==> src/rtl/module_serial_adder_pkg.sv <==
// rtl/module_serial_adder_pkg.sv - shared types and constants for the bit-serial adder controller
package module_serial_adder_pkg;

    localparam int DEFAULT_WIDTH = 8;

    typedef enum logic [1:0] {
        IDLE = 2'd0,
        RUN  = 2'd1,
        DONE = 2'd2
    } state_t;

endpackage

==> src/rtl/module_bit_full_adder.sv <==
// rtl/module_bit_full_adder.sv - single-bit full adder cell shared by the serial controller
module module_bit_full_adder (
    input  logic a_i,
    input  logic b_i,
    input  logic c_i,
    output logic s_o,
    output logic c_o
);

    assign s_o = a_i ^ b_i ^ c_i;
    assign c_o = (a_i & b_i) | (a_i & c_i) | (b_i & c_i);

endmodule

==> src/rtl/module_serial_adder_ctrl.sv <==
// rtl/module_serial_adder_ctrl.sv - bit-serial add/sub controller, subtract enabled by SERIAL_ADDER_SUB_EN
module module_serial_adder_ctrl
    import module_serial_adder_pkg::*;
#(
    parameter int WIDTH = DEFAULT_WIDTH
) (
    input  logic             clk_i,
    input  logic             rst_i,
    input  logic             start_i,
    input  logic [WIDTH-1:0] a_i,
    input  logic [WIDTH-1:0] b_i,
    input  logic             sub_i,
    output logic             ready_o,
    output logic             busy_o,
    output logic             done_o,
    output logic [WIDTH-1:0] sum_o,
    output logic             carry_o
);

    localparam int CNT_W = $clog2(WIDTH);
    localparam logic [CNT_W-1:0] LAST_BIT = CNT_W'(WIDTH - 1);

    state_t           state_q;
    state_t           state_d;
    logic [WIDTH-1:0] a_q;
    logic [WIDTH-1:0] b_q;
    logic [WIDTH-1:0] res_q;
    logic [CNT_W-1:0] cnt_q;
    logic             carry_q;
    logic [WIDTH-1:0] sum_q;
    logic             cout_q;

    logic             fa_sum;
    logic             fa_cout;
    logic             last_bit;
    logic             accept;
    logic             eff_sub;
    logic [WIDTH-1:0] b_load;
    logic [WIDTH-1:0] res_next;

`ifdef SERIAL_ADDER_SUB_EN
    assign eff_sub = sub_i;
    assign b_load  = sub_i ? ~b_i : b_i;
`else
    logic unused_sub;
    assign unused_sub = sub_i;
    assign eff_sub    = 1'b0;
    assign b_load     = b_i;
`endif

    module_bit_full_adder u_fa (
        .a_i (a_q[0]),
        .b_i (b_q[0]),
        .c_i (carry_q),
        .s_o (fa_sum),
        .c_o (fa_cout)
    );

    assign last_bit = (cnt_q == LAST_BIT);
    assign accept   = (state_q == IDLE) && start_i;
    // Result fills from the top so bit 0 lands at the LSB after WIDTH shifts.
    assign res_next = {fa_sum, res_q[WIDTH-1:1]};

    always_ff @(posedge clk_i) begin
        if (rst_i) begin
            state_q <= IDLE;
        end else begin
            state_q <= state_d;
        end
    end

    always_comb begin
        state_d = state_q;
        case (state_q)
            IDLE:    if (start_i) state_d = RUN;
            RUN:     if (last_bit) state_d = DONE;
            DONE:    state_d = IDLE;
            default: state_d = IDLE;
        endcase
    end

    always_ff @(posedge clk_i) begin
        if (rst_i) begin
            a_q     <= '0;
            b_q     <= '0;
            res_q   <= '0;
            cnt_q   <= '0;
            carry_q <= 1'b0;
            sum_q   <= '0;
            cout_q  <= 1'b0;
        end else if (accept) begin
            a_q     <= a_i;
            b_q     <= b_load;
            res_q   <= '0;
            cnt_q   <= '0;
            carry_q <= eff_sub;
        end else if (state_q == RUN) begin
            a_q     <= a_q >> 1;
            b_q     <= b_q >> 1;
            res_q   <= res_next;
            carry_q <= fa_cout;
            if (last_bit) begin
                sum_q  <= res_next;
                cout_q <= fa_cout;
            end else begin
                cnt_q <= cnt_q + 1'b1;
            end
        end
    end

    assign ready_o = (state_q == IDLE);
    assign busy_o  = (state_q == RUN);
    assign done_o  = (state_q == DONE);
    assign sum_o   = sum_q;
    assign carry_o = cout_q;

endmodule
==> config.mk <==
export PLATFORM = sky130hd
export DESIGN_NAME = module_serial_adder_ctrl
export DESIGN_NICKNAME = d
export VERILOG_FILES = /design/src/rtl/module_serial_adder_pkg.sv /design/src/rtl/module_bit_full_adder.sv /design/src/rtl/module_serial_adder_ctrl.sv
export SDC_FILE = /design/constraint.sdc
export NUM_CORES = 1
export LEC_CHECK = 0
export CAP_MARGIN = 15
export CELL_PAD_IN_SITES_DETAIL_PLACEMENT = 0
export CELL_PAD_IN_SITES_GLOBAL_PLACEMENT = 2
export CORE_MARGIN = 4
export CORE_UTILIZATION = 26
export CTS_CLUSTER_DIAMETER = 150
export DETAILED_ROUTE_END_ITERATION = 10
export PLACE_DENSITY_LB_ADDON = 0.3
export SLEW_MARGIN = 10
export SYNTH_ARGS = -nofsm -noshare
export SYNTH_HDL_FRONTEND = slang
export SYNTH_SLANG_ARGS = --single-unit
==> constraint.sdc <==
create_clock -name clk_i -period 1.5 [get_ports clk_i]
set_clock_uncertainty 0.15 [all_clocks]
set_input_delay 0.45 -clock clk_i [delete_from_list [all_inputs] [get_ports clk_i]]
set_output_delay 0.45 -clock clk_i [all_outputs]
set_load 0.01 [all_outputs]
==> metrics.md <==
| Metric | Value |
|---|---|
| # DRC | `0` |
| Total grt overflow | `0` |
| Cell Pwr Density | `940.4 nW/um2` |
| WP data required | `1550 ps` |
| Synthesized area | `1609 um2` |
| Failing checks | `negative setup slack` |
| TritonCTS clock tree | `built` |
| Max Slew Vio Count | `0` |
| CP Max Fanout | `6` |
| Vias per inst | `4.634` |
| Drt first pass iters | `4` |
| Final total power | `2.392 mW` |
| Reg2Reg Capture Point | `a_q[4]` |
| Area leader, netlist | `dfxtp_1` |
| Pre-CTS setup slack | `-491.4 ps` |
| Status | `finished with violations` |
| Fin. Hold Viols | `0` |
| Global-route wire length before repair | `6865 um` |
| Antenna Nets Post-Route | `0` |
| Clock Root Buffer | `clkbuf_8` |
| Mapped Cells | `193` |
| Worst setup path class | `reg -> reg` |
| Hold EP | `sum_o[2]` |
| Clock Latency Late Sink | `280 ps` |
| Core footprint | `5956 um2` |
| Pin count of the biggest net entering global routing | `29` |
| Final setup viols | `30` |
| Max VDD drop | `0.4188 mV` |
| Vias in the first global route | `1,469` |
| Async SR Flop Fraction | `0%` |
| Hold-fix buffers, CTS | `0` |
| Antenna violations before repair | `0` |
| Post-synth EDFFs | `0` |
| Fmax | `614.7 MHz` |
| Reg2reg setup slack | `-130 ps` |
| Slowest stage delay, CP | `440 ps` |
| Fin worst setup slack | `-126.8 ps` |
| Critical Path Source Type | `flop` |
| Clock transition at path regs | `80 ps` |
| Commonest non-fill, non-tap cell in the layout | `nand2_1` |
| Total vias in the final route | `1,469` |
| H-tree depth | `2` |
| Design area | `2544 um2` |
| Clock Sinks | `38` |
| Rel. slew slack | `76.23%` |
| Maximum capacitance violations | `0` |
| Placer Congestion | `0.6744` |
| Area share of the largest cell type after synthesis | `47.28%` |
| Worst Setup End Kind | `flop` |
| Final net count | `265` |
| Leak | `0.9216 nW` |
| Fin util | `42.71%` |
| Hold Slack | `304.7 ps` |
| Distinct cells, synth | `28` |
| Area Overhead vs Synth | `58.09%` |
| RSZ-0062 raised after global routing | `yes` |
| Die Ht | `86.67 um` |
| Die width | `86.67 um` |
| Top delay family on crit path | `simple AND/OR/NAND/NOR gates` |
| Routed len/inst | `13.99 um` |
| Tmin final | `1627 ps` |
| Initial Util | `27.02%` |
| Sequential share of the synthesized area | `47.28%` |
| DP Area | `2079 um2` |
| CP Cell Sequence | `buf_6 > buf_8 > or3b_4 > clkbuf_16 > a311oi_2` |
| Hpwl dp | `2654 um` |
| Ys Warns | `0` |
| FF+latch count, synth | `38` |
| Placed Cells | `300` |
| Hold/Removal Path Class | `reg -> reg` |
| Num rows | `28` |
| Worst Hold Launch | `sum_o[2]` |
| Port bufs | `30` |
| Num CTS Buffers | `5` |
| Reg2Reg Depth | `5` |
| Antenna cells | `0` |
| R2r startpoint | `state_q[1]` |
| Buf+Inv Stages, Crit Path | `3` |
| Fraction of layout instances using a drive strength above 1 | `40.91%` |
| IO Pins | `32` |
| Aggregate global-route resource usage | `11.59%` |
| Worst path slowest cell | `or3b_4` |
| WP data arrival | `1680 ps` |
| Mapped Nets | `216` |
| Avg Inst Size Synth | `8.337 um2` |
| Drt initial violations | `56` |
| Total wire length | `4434 um` |
| Worst slew pin tran | `356.5 ps` |
| CTS Buffer Depth | `2` |
| Most frequent cells in the layout | `nand2_1 (37), dfxtp_1 (36), a21oi_2 (18)` |
| Post-route setup TNS | `-1363 ps` |
| Ys flop type | `dfxtp_1` |
| Fin cells | `317` |
| Area contributors post-synth | `dfxtp_1 (47%), a21oi_1 (11%), nand2_1 (9.6%)` |
| Crit share post-route | `108.5%` |
| Die area | `7511 um2` |
| Hold Path Depth | `2` |
==> what timing repair did <==
item,4_1_cts,5_1_grt
pin swaps,4,20
setup buffers,0,8
gates resized for setup,42,71
cloned,0,3
setup endpoints to repair,39,40
==> worst max-delay path by stage <==
stage,endpoint,from,depth (start not counted),slack [ps]
4_1_cts,busy_o,state_q[1],3,-200
6_report,a_q[4],state_q[1],5,-130
3_5_place_dp,a_q[4],start_i,5,-490
2_1_floorplan,busy_o,state_q[1],5,10
3_3_place_gp,a_q[5],start_i,5,-500
5_1_grt,a_q[4],state_q[1],5,-180
==> flip-flops by register name, indices dropped and copies added, names as in the netlist <==
name,flops
a_q,8
b_q,8
sum_o,8
res_q,7
cnt_q,3
state_q,2
carry_o,1
carry_q,1
==> cell families (layout without fill, tap and decap cells) <==
family | count (synthesis) | count (layout) | share of synthesized area [%]
flops | 38 | 38 | 47.28
simple gates | 80 | 80 | 22.78
fa+ha+maj | 3 | 3 | 2.799
compound gates | 52 | 52 | 19.91
buf+inv | 19 | 68 | 6.687
xor+xnor | 1 | 1 | 0.5444
==> layout make-up <==
| class | instances | area, um2 |
|---|---|---|
| inverters | 3 | 13.76 |
| fillers | 636 | 3412 |
| clock inverters | 1 | 30.03 |
| well taps | 75 | 93.84 |
| repair buffers | 58 | 595.6 |
| flip-flops and latches | 38 | 763.2 |
| clock buffers | 6 | 82.58 |
| multi-input cells | 136 | 964.7 |
==> synthesized netlist by cell type, drive strengths merged (2+ instances only) <==
master	number
buf	11
o21ai	2
nand2	41
or3b	2
a21oi	34
ha	2
nand2b	3
o22a	2
nand3	11
nor3b	2
a211oi	10
o221a	2
clkbuf	5
dfxtp	38
nor2	17
inv	3
==> worst register-to-register path, delay by kind of cell, from the launching register on <==
kind / cells / cell delay (ps)
AO/OA/AOI/OAI: 1 / 200
buffers and inverters: 3 / 430
flip-flops: 1 / 330
AND/OR/NAND/NOR: 1 / 440
==> routing by layer <==
layer	vias up	share of wire [%]	GRT usage, %	routed length, um
met2	25	48	17.73	2109
met3	4	3.4	3.137	150
li1	752	-	-	-
met4	0	1.2	4.249	53
met1	688	48	15.59	2120
met5	-	0	0	0
==> power by group <==
part,switching (mW),internal [mW],total (mW)
Combinational,0.201,0.216,0.417
Clock,0.357,0.532,0.890
Sequential,0.0318,1.05,1.09
Total,0.590,1.80,2.39
No activity file was read; power rests on OpenSTA's default activity.
